`config.mk`:
```
export PLATFORM = sky130hd
export DESIGN_NAME = riscv_mem_arbiter
export DESIGN_NICKNAME = d
export VERILOG_FILES = /design/src/rtl/riscv_pkg.sv /design/src/rtl/riscv_arb_starve_ctr.sv /design/src/rtl/riscv_mem_arbiter.sv
export SDC_FILE = /design/constraint.sdc
export NUM_CORES = 1
export LEC_CHECK = 0
export CAP_MARGIN = 20
export CORE_AREA = 2 2 107 109
export CTS_BUF_LIST = sky130_fd_sc_hd__clkbuf_8
export CTS_CLUSTER_SIZE = 20
export DETAILED_ROUTE_END_ITERATION = 10
export DIE_AREA = 0 0 109 111
export GPL_ROUTABILITY_DRIVEN = 0
export HOLD_SLACK_MARGIN = 0.02
export SLEW_MARGIN = 20
export SYNTH_ARGS = -nofsm -noshare
export SYNTH_HDL_FRONTEND = slang
export SYNTH_HIERARCHICAL = 1
export SYNTH_SLANG_ARGS = --single-unit
```
`constraint.sdc`:
```
create_clock -name clk -period 1.97 [get_ports clk]
set_clock_uncertainty 0.15 [all_clocks]
set_input_delay 0.394 -clock clk [delete_from_list [all_inputs] [get_ports clk]]
set_output_delay 0.394 -clock clk [all_outputs]
set_load 0.01 [all_outputs]
```
`src/rtl/riscv_pkg.sv`:
```
// Shared types for the fetch/data memory arbiter.
package riscv_pkg;

   typedef enum logic [1:0] {
      OWN_NONE = 2'd0,
      OWN_I    = 2'd1,
      OWN_D    = 2'd2
   } owner_e;

   localparam logic [3:0] MEM_BE_FULL = 4'hF;

endpackage

```
`src/rtl/riscv_arb_starve_ctr.sv`:
```
// Counts data grants taken while fetch waits; asks for a fetch override at STARVE_LIMIT.
module riscv_arb_starve_ctr #(
   parameter int STARVE_LIMIT = 4
) (
   input  logic clk,
   input  logic rst_n,
   input  logic i_req,
   input  logic d_req,
   input  logic i_gnt,
   input  logic d_gnt,
   output logic force_i
);

   localparam int CW = $clog2(STARVE_LIMIT + 1);
   localparam logic [CW-1:0] LIMIT_C = CW'(STARVE_LIMIT);
   localparam logic [CW-1:0] ONE_C   = CW'(1);

   logic [CW-1:0] cnt_r;

   // saturating count of data grants while fetch is pending
   always_ff @(posedge clk or negedge rst_n) begin
      if (!rst_n) begin
         cnt_r <= {CW{1'b0}};
      end else if (i_gnt || !i_req) begin
         cnt_r <= {CW{1'b0}};
      end else if (d_gnt && (cnt_r != LIMIT_C)) begin
         cnt_r <= cnt_r + ONE_C;
      end else begin
         cnt_r <= cnt_r;
      end
   end

   assign force_i = i_req && d_req && (cnt_r == LIMIT_C);

endmodule

```
`src/rtl/riscv_mem_arbiter.sv`:
```
// Shares one single-port SRAM between fetch and data ports; data has priority.
// Optional fetch starvation guard under `define ARB_STARVE_GUARD_EN.
module riscv_mem_arbiter
   import riscv_pkg::*;
#(
   parameter int AW           = 32,
   parameter int DW           = 32,
   parameter int STARVE_LIMIT = 4
) (
   input  logic          clk,
   input  logic          rst_n,
   input  logic          i_req,
   input  logic [AW-1:0] i_addr,
   output logic          i_gnt,
   output logic          i_rvalid,
   output logic [DW-1:0] i_rdata,
   input  logic          d_req,
   input  logic          d_we,
   input  logic [AW-1:0] d_addr,
   input  logic [DW-1:0] d_wdata,
   input  logic [3:0]    d_be,
   output logic          d_gnt,
   output logic          d_rvalid,
   output logic [DW-1:0] d_rdata,
   output logic          mem_req,
   output logic          mem_we,
   output logic [AW-3:0] mem_addr,
   output logic [DW-1:0] mem_wdata,
   output logic [3:0]    mem_be,
   input  logic [DW-1:0] mem_rdata
);

   owner_e owner_r;
   logic   store_r;
   logic   force_i_s;
   logic   i_gnt_s;
   logic   d_gnt_s;
   logic   unused_s;

   // word address only; byte offsets are the core's concern
   assign unused_s = ^{i_addr[1:0], d_addr[1:0]};

`ifdef ARB_STARVE_GUARD_EN
   riscv_arb_starve_ctr #(
      .STARVE_LIMIT (STARVE_LIMIT)
   ) u_starve (
      .clk     (clk),
      .rst_n   (rst_n),
      .i_req   (i_req),
      .d_req   (d_req),
      .i_gnt   (i_gnt_s),
      .d_gnt   (d_gnt_s),
      .force_i (force_i_s)
   );
`else
   localparam int unused_starve_limit = STARVE_LIMIT;
   assign force_i_s = 1'b0;
`endif

   // grant decision; nothing is granted while reset is asserted
   always_comb begin
      i_gnt_s = 1'b0;
      d_gnt_s = 1'b0;
      if (!rst_n) begin
         i_gnt_s = 1'b0;
      end else if (d_req && !force_i_s) begin
         d_gnt_s = 1'b1;
      end else if (i_req) begin
         i_gnt_s = 1'b1;
      end else begin
         d_gnt_s = 1'b0;
      end
   end

   // memory drive from the granted port
   always_comb begin
      i_gnt     = i_gnt_s;
      d_gnt     = d_gnt_s;
      mem_req   = i_gnt_s | d_gnt_s;
      mem_we    = 1'b0;
      mem_addr  = {(AW-2){1'b0}};
      mem_wdata = {DW{1'b0}};
      mem_be    = 4'h0;
      if (d_gnt_s) begin
         mem_we    = d_we;
         mem_addr  = d_addr[AW-1:2];
         mem_wdata = d_wdata;
         mem_be    = d_we ? d_be : MEM_BE_FULL;
      end else if (i_gnt_s) begin
         mem_addr  = i_addr[AW-1:2];
         mem_be    = MEM_BE_FULL;
      end else begin
         mem_we    = 1'b0;
      end
   end

   // owner of the response returning next cycle
   always_ff @(posedge clk or negedge rst_n) begin
      if (!rst_n) begin
         owner_r <= OWN_NONE;
         store_r <= 1'b0;
      end else begin
         owner_r <= d_gnt_s ? OWN_D : (i_gnt_s ? OWN_I : OWN_NONE);
         store_r <= d_gnt_s & d_we;
      end
   end

   // route the SRAM read data to its owner; stores return zero
   always_comb begin
      i_rvalid = 1'b0;
      i_rdata  = {DW{1'b0}};
      d_rvalid = 1'b0;
      d_rdata  = {DW{1'b0}};
      case (owner_r)
         OWN_I: begin
            i_rvalid = 1'b1;
            i_rdata  = mem_rdata;
         end
         OWN_D: begin
            d_rvalid = 1'b1;
            d_rdata  = store_r ? {DW{1'b0}} : mem_rdata;
         end
         default: begin
            i_rvalid = 1'b0;
         end
      endcase
   end

endmodule

```
# After elaboration in Yosys (flattened, before gate mapping)
# Cells that the tools add are included.
[classes]
mux = 19
bitwise = 2
n_eq_ne = 2
[op_table]
columns = ["op", "count"]
rows = [
  ["32-bit two-way mux", 4],
  ["30-bit two-way mux", 2],
  ["4-bit two-way mux", 3],
  ["1-bit two-way mux", 9],
  ["2-bit by 1-bit equality test with 1-bit output, second input constant", 1],
  ["2-bit equality test, second input constant", 1],
  ["2-bit two-way mux", 1],
  ["1-bit bitwise AND", 1],
  ["1-bit bitwise OR", 1],
]
[word_totals]
in_bits = 137
elab_cells = 25
out_inout_bits = 136
register_bits = 3

# Logic depth before layout (Yosys ltp)
# Gate-level depths: netlist of the first run.
[depth]
ltp_word = 5
mapped_depth = 5
ltp_nobuf = 2

# Least setup slack after synthesis of the first run
# Ideal clock, no wire load.
[synth_path]
path_kind = "in2out"
startpoint = "input d_req"
endpoint = "output mem_addr[20]"
path_stages = 5
t_arrival_ns = 1.108
n_path_buf = 3
required_ns = 1.426
slack_ns = 0.318
cell_sequence = "buf_6 > and2_4 > buf_6 > buf_6 > a32o_1"
[synth_via]
word_cells_on_any_way = 6
[synth_rtl]
columns = ["element", "line", "text"]
rows = [
  ["start, declared", "riscv_mem_arbiter.sv:17", "input logic d_req,"],
  ["1-bit two-way mux", "riscv_mem_arbiter.sv:66", "end else if (d_req && !force_i_s) begin"],
  ["1-bit two-way mux", "riscv_mem_arbiter.sv:64", "if (!rst_n) begin"],
  ["net d_gnt", "riscv_mem_arbiter.sv:22", "output logic d_gnt,"],
  ["30-bit two-way mux", "riscv_mem_arbiter.sv:84", "if (d_gnt_s) begin"],
  ["end, declared", "riscv_mem_arbiter.sv:27", "output logic [AW-3:0] mem_addr,"],
]
# The timed path passes the listed nets, and every way through them passes these cells.

# Final worst setup path of the first run
[layout_path]
startpoint = "register owner_r[0]"
endpoint = "output d_rdata[11]"
[layout_via]
elab_chain_cells = 2
[layout_lines]
columns = ["element", "line", "text"]
rows = [
  ["start, declared", "riscv_mem_arbiter.sv:33", "owner_e owner_r;"],
  ["start signal, assigned", "riscv_mem_arbiter.sv:103", "owner_r <= d_gnt_s ? OWN_D : (i_gnt_s ? OWN_I : OWN_NONE);"],
  ["2-bit equality test", "riscv_mem_arbiter.sv:114", "case (owner_r)"],
  ["32-bit two-way mux", "riscv_mem_arbiter.sv:114", ""],
  ["end, declared", "riscv_mem_arbiter.sv:24", "output logic [DW-1:0] d_rdata,"],
]
# Every way passes these cells.

==> impl_metrics.json, run 1 <==
{
  "synth_top_area_cell": "sky130_fd_sc_hd__and2_1",
  "rsz_0062_raised_after_global_routing": "true",
  "critical_path_required_ns": 1.43,
  "syn-mean-instance-area_um2": 7.448,
  "critical_path_peak_fanout": 16,
  "drt_wl_total_mm": 9.080,
  "grt_util_all_layers_pct": 13.28,
  "drt_iter0_markers": 78,
  "post_synth_inst_count": 168,
  "synth-warning-count": 6,
  "vias_in_the_first_global_route": 2456,
  "cells_along_the_critical_path": "buf_6 > nor3b_4 > buf_6 > and2_1 > buf_2",
  "cts_tree": "done",
  "crit_path_top_delay_cell": "sky130_fd_sc_hd__dfrtp_1",
  "timing_worst_setup_path_type": "reg2out",
  "min_period_ns": 1.943,
  "synth.ff_latch_count": 3,
  "flow.area_growth_from_synthesis_pct": 215.9,
  "vdd_ir_drop_max_mv": 0.09477,
  "synthTopCellsByCount": "sky130_fd_sc_hd__and2_1, sky130_fd_sc_hd__and3_1, sky130_fd_sc_hd__a32o_1",
  "synth.net_count": 305,
  "grt_overflow_total": 0,
  "cts_sinks": 3,
  "detailed_place_hpwl_mm": 7.041,
  "worst_hold_slack_ns": 0.05216,
  "async_flop_share_pct": 100.0,
  "initial_utilization_pct": 11.30,
  "finalMaxSlewViolations": 0,
  "static-leakage-power_nw": 2.103,
  "clk_pin_slew_ns": 0.03,
  "nNetsFinal": 585,
  "power_w": 0.0009706,
  "pin_count": 273,
  "grt_pass1_wl_mm": 12.92,
  "drive_above_1_share_pct": 31.54,
  "clock_path_buffers": 2,
  "synth_enable_flop_cells": 0,
  "cts.htree.levels": 1,
  "pin_count_of_the_biggest_net_entering_global_routing": 34,
  "hold_path_class": "in2async",
  "areal_power_density_over_the_cells_mw_per_mm2": 245.6,
  "detail_route.first_pass.iterations": 4,
  "critPathMaxStageDelay_ns": 0.37,
  "final.fill_count": 1197,
  "core_region_area_mm2": 0.01108,
  "critical_path.n_buffers_inverters": 3,
  "outcome": "completed",
  "detail_route.vias_per_cell": 4.180,
  "worst_path_dominant_cell_family": "buffers and inverters",
  "drv.max_cap_violation_count": 0,
  "timing_worst_slew_pin_value_ns": 0.1948,
  "synth_top_cell_area_share_pct": 33.00,
  "final-hold-violation-count": 0,
  "io_buffers": 268,
  "clock-root-buffer": "sky130_fd_sc_hd__clkbuf_8",
  "route.detailed.wl_per_inst_um": 15.39,
  "setup-violations-final": 0,
  "num_vias": 2466,
  "timing.slew.headroom_pct": 87.00,
  "seq_area_frac_synth_pct": 6.000,
  "max_fclk_mhz": 514.7,
  "num_antenna_cells": 0,
  "detail-route-antenna-nets": 0,
  "cts_hold_buffers": 0,
  "cp_data_arrival_time_ns": 1.40,
  "dieWidth_um": 109,
  "period_share_pct": 98.62,
  "start_kind": "flop",
  "numCtsBuffers": 3,
  "post_synth_num_cell_types": 15,
  "placement_rows": 39,
  "worstSetupEndpointType": "primary output",
  "synthFlopType": "sky130_fd_sc_hd__dfrtp_1",
  "post_synth_main_area_contributors": "sky130_fd_sc_hd__and2_1, sky130_fd_sc_hd__a32o_1, sky130_fd_sc_hd__and3_1",
  "path_common_cell": "sky130_fd_sc_hd__buf_6",
  "synthesis.area_mm2": 0.001251,
  "die-height_um": 111,
  "die_area_mm2": 0.01210,
  "number_of_antenna_violations_at_the_first_check_in_global_routing": 0,
  "most_frequently_used_cell_type_in_the_post_synthesis_netlist": "sky130_fd_sc_hd__and2_1",
  "remaining_drc_errors": 0
}
-- cell families (layout without fill, tap and decap cells) --
kind of cell    count (synthesis)  in the layout  synth area share, %
flops                           3              3                6.000
buf+inv                        25            304                13.70
simple gates                  105            105                53.30
compound gates                 35             35                27.00
-- registers in the layout, summed over array words and instances, names as in the netlist --
register,cells
owner_r,2
store_r,1
-- path summary, 6_finish.rpt --
kind / start / endpoint / slack (ns) / depth (start not counted)
max in group asynchronous: rst_n / store_r$_DFF_PN0_ / 1.47 / 2
hold / removal: rst_n / owner_r[0]$_DFF_PN0_ / 0.05 / 2
min in group clk: d_req / owner_r[1]$_DFF_PN0_ / 0.52 / 3
setup / recovery: owner_r[0]$_DFF_PN0_ / d_rdata[11] / 0.03 / 5
-- layout make-up --
type	instances	area [um2]	share of cell area, %
clock buffer	3	41.29	1.045
multi-input combinational	140	1030	26.05
timing repair buffer	300	2624	66.38
tap	143	178.9	4.527
clock inverter	1	3.754	0.09497
sequential	3	75.07	1.899
-- what timing repair did --
item / in CTS / in global routing
resized for setup: 437 / 20
setup endpoints to repair: 136 / 41
pin swaps: 4 / 1
gates cloned: 5 / 2
setup buffers: 7 / 0
-- per-layer routing --
metal / global-route usage [%] / share of wire [%] / vias up
met3: 4.350 / 13 / 6
met2: 25.22 / 52 / 167
met1: 13.57 / 34 / 1115
met4: 3.504 / 0.85 / 0
li1: - / - / 1178
met5: 0 / 0 / -
-- report_power, final --
| group | internal, W | leakage [nW] | switching (W) |
|---|---|---|---|
| clock | 0.000133 | 0.0269 | 0.0000415 |
| sequential | 0.0000647 | 0.0398 | 0.00000170 |
| combinational | 0.000463 | 2.04 | 0.000267 |
| total | 0.000661 | 2.10 | 0.000310 |
-- placed cells by master (no fill, tap or decap), drive strengths merged --
master / count
and3: 33
o21a: 5
dfrtp: 3
dlygate4sd2: 40
nand2: 1
and2b: 1
and2: 67
clkdlybuf4s50: 128
nor2b: 2
dlymetal6s2s: 1
nor3b: 1
a32o: 30
buf: 126
clkdlybuf4s15: 3
inv: 1
clkbuf: 5
-- stage by stage --
| stage | setup TNS (ns) | std cells | utilization, % | cell area (um2) | setup WS, ns |
|---|---|---|---|---|---|
| after floorplan | 0 | 168 | - | 1251 | 0.3180 |
| after detailed placement | -43.76 | 574 | 37.57 | 4161 | -0.6153 |
| final | 0 | 590 | 35.68 | 3953 | 0.02711 |
| after global routing | -0.6014 | 590 | 35.68 | 3953 | -0.03235 |
| after CTS | -0.1679 | 590 | 35.67 | 3951 | -0.02982 |
| after global placement | -42.58 | 574 | 37.57 | 4161 | -0.6064 |
Note: power is estimated with default switching activity, not from simulation.
==> run 2, diff against run 1 <==
SKIP_LAST_GASP = 1   (was default)
==> impl_metrics.json, run 2 (synthesis results as in run 1) <==
{
  "cts_tree": "done",
  "core_region_area_mm2": 0.01108,
  "remaining_drc_errors": 0,
  "worstSetupEndpointType": "primary output",
  "nNetsFinal": 587,
  "static-leakage-power_nw": 2.204,
  "pin_count": 273,
  "grt_pass1_wl_mm": 12.91,
  "rsz_0062_raised_after_global_routing": "true",
  "final-hold-violation-count": 0,
  "vdd_ir_drop_max_mv": 0.09542,
  "number_of_antenna_violations_at_the_first_check_in_global_routing": 0,
  "min_period_ns": 2.006,
  "most_frequent_cells_in_the_layout": "sky130_fd_sc_hd__clkdlybuf4s50_1, sky130_fd_sc_hd__buf_2, sky130_fd_sc_hd__and2_1, sky130_fd_sc_hd__dlygate4sd2_1, sky130_fd_sc_hd__and3_1",
  "drive_above_1_share_pct": 30.51,
  "detailed_place_hpwl_mm": 7.041,
  "pin_count_of_the_biggest_net_entering_global_routing": 34,
  "layout_top_registers": "owner_r x2, store_r x1",
  "start_kind": "flop",
  "critical_path_peak_fanout": 9,
  "cts_sinks": 3,
  "drv.max_cap_violation_count": 0,
  "max_fclk_mhz": 498.4,
  "registers.top_by_ff_count": "owner_r",
  "grtUsageMet1_pct": 13.39,
  "post-route-cell-area_mm2": 0.004071,
  "period_share_pct": 101.9,
  "global_route_track_usage_on_met3_pct": 4.527,
  "placement_rows": 39,
  "timing_worst_slew_pin_value_ns": 0.1946,
  "numCtsBuffers": 3,
  "setup-violations-final": 25,
  "vias_in_the_first_global_route": 2468,
  "timing_worst_setup_path_type": "reg2out",
  "areal_power_density_over_the_cells_mw_per_mm2": 243.1,
  "dieWidth_um": 109,
  "cp_data_arrival_time_ns": 1.46,
  "route.detailed.wl_per_inst_um": 15.57,
  "placed_cell_area_mm2": 0.004161,
  "clk_pin_slew_ns": 0.03,
  "flow.area_growth_from_synthesis_pct": 225.4,
  "clock_path_buffers": 2,
  "critical_path_required_ns": 1.43,
  "cts_hold_buffers": 0,
  "initial_utilization_pct": 11.30,
  "num_vias": 2475,
  "io_buffers": 268,
  "grt_use_met2_pct": 25.30,
  "cts.htree.levels": 1,
  "grt_overflow_total": 0,
  "detail_route.first_pass.iterations": 4,
  "drt_iter0_markers": 77,
  "most_common_cell_after_layout_fill_and_taps_aside": "sky130_fd_sc_hd__clkdlybuf4s50_1",
  "hold_path_class": "in2async",
  "finalMaxSlewViolations": 0,
  "die-height_um": 111,
  "clock-root-buffer": "sky130_fd_sc_hd__clkbuf_8",
  "top_usage_layer": "met2",
  "grt_util_all_layers_pct": 13.28,
  "detail_route.vias_per_cell": 4.181,
  "number_of_flip_flops_under_the_largest_register_name": 2,
  "outcome": "finished, violations left",
  "finalSetupTns_ns": -0.5824,
  "final_critical_path_setup_slack_ns": -0.03649,
  "detail-route-antenna-nets": 0,
  "power_w": 0.0009898,
  "drt_wl_total_mm": 9.217,
  "num_antenna_cells": 0,
  "failed_checks": "setup timing",
  "timing.slew.headroom_pct": 87.01,
  "die_area_mm2": 0.01210
}
## run 2: cell count changes in the layout (fill, tap and decap cells not counted), sizes merged
cell	change
dlymetal6s2s	+5
clkdlybuf4s15	+2
clkbuf	+12
dlygate4sd2	+4
buf	-21
## run 2: power breakdown
group,switching [W],internal (W)
Clock,0.0000416,0.000133
Combinational,0.000271,0.000478
Sequential,0.00000155,0.0000647
## run 2: through the flow
stage	std cells	utilization, %	hold WS [ns]	setup slack (ns)
2_1_floorplan	168	-	-0.05159	0.3180
5_1_grt	592	36.76	0.07271	-0.08893
3_3_place_gp	574	37.57	0.3500	-0.6064
4_1_cts	590	36.54	0.06241	-0.1097
3_5_place_dp	574	37.57	0.3558	-0.6153
6_report	592	36.76	0.05290	-0.03649
## run 2: cell type report
cell class | count | area (um2)
clock buffer | 3 | 41.29
sequential | 3 | 75.07
clock inverter | 1 | 3.754
fill | 1177 | 7005
tap | 143 | 178.9
multi-input combinational | 140 | 1036
timing repair buffer | 302 | 2736
## run 2: worst max-delay path, stage by stage (launching register included)
cell,delay [ns]
sky130_fd_sc_hd__dfrtp_1,0.36
sky130_fd_sc_hd__buf_4,0.13
sky130_fd_sc_hd__and2b_4,0.19
sky130_fd_sc_hd__buf_12,0.14
sky130_fd_sc_hd__and2_1,0.15
sky130_fd_sc_hd__dlygate4sd2_1,0.28
## run 2: worst paths after layout
kind | from | endpoint
worst min-delay path | rst_n | owner_r[0]$_DFF_PN0_
worst max-delay path | owner_r[0]$_DFF_PN0_ | i_rdata[17]
max in group asynchronous | rst_n | store_r$_DFF_PN0_
min in group clk | d_req | owner_r[1]$_DFF_PN0_
## run 2: what timing repair did
item | CTS | global route
setup endpoints to repair | 136 | 100
pin swaps | 2 | 1
gates resized for setup | 365 | 55
buffers inserted | 7 | 0
gates cloned | 5 | 3
## run 2: layer usage
metal | part of all wire [%] | up-vias
met5 | 0 | -
met4 | 0.84 | 0
met3 | 12 | 6
met2 | 52 | 159
met1 | 34 | 1128
li1 | - | 1182
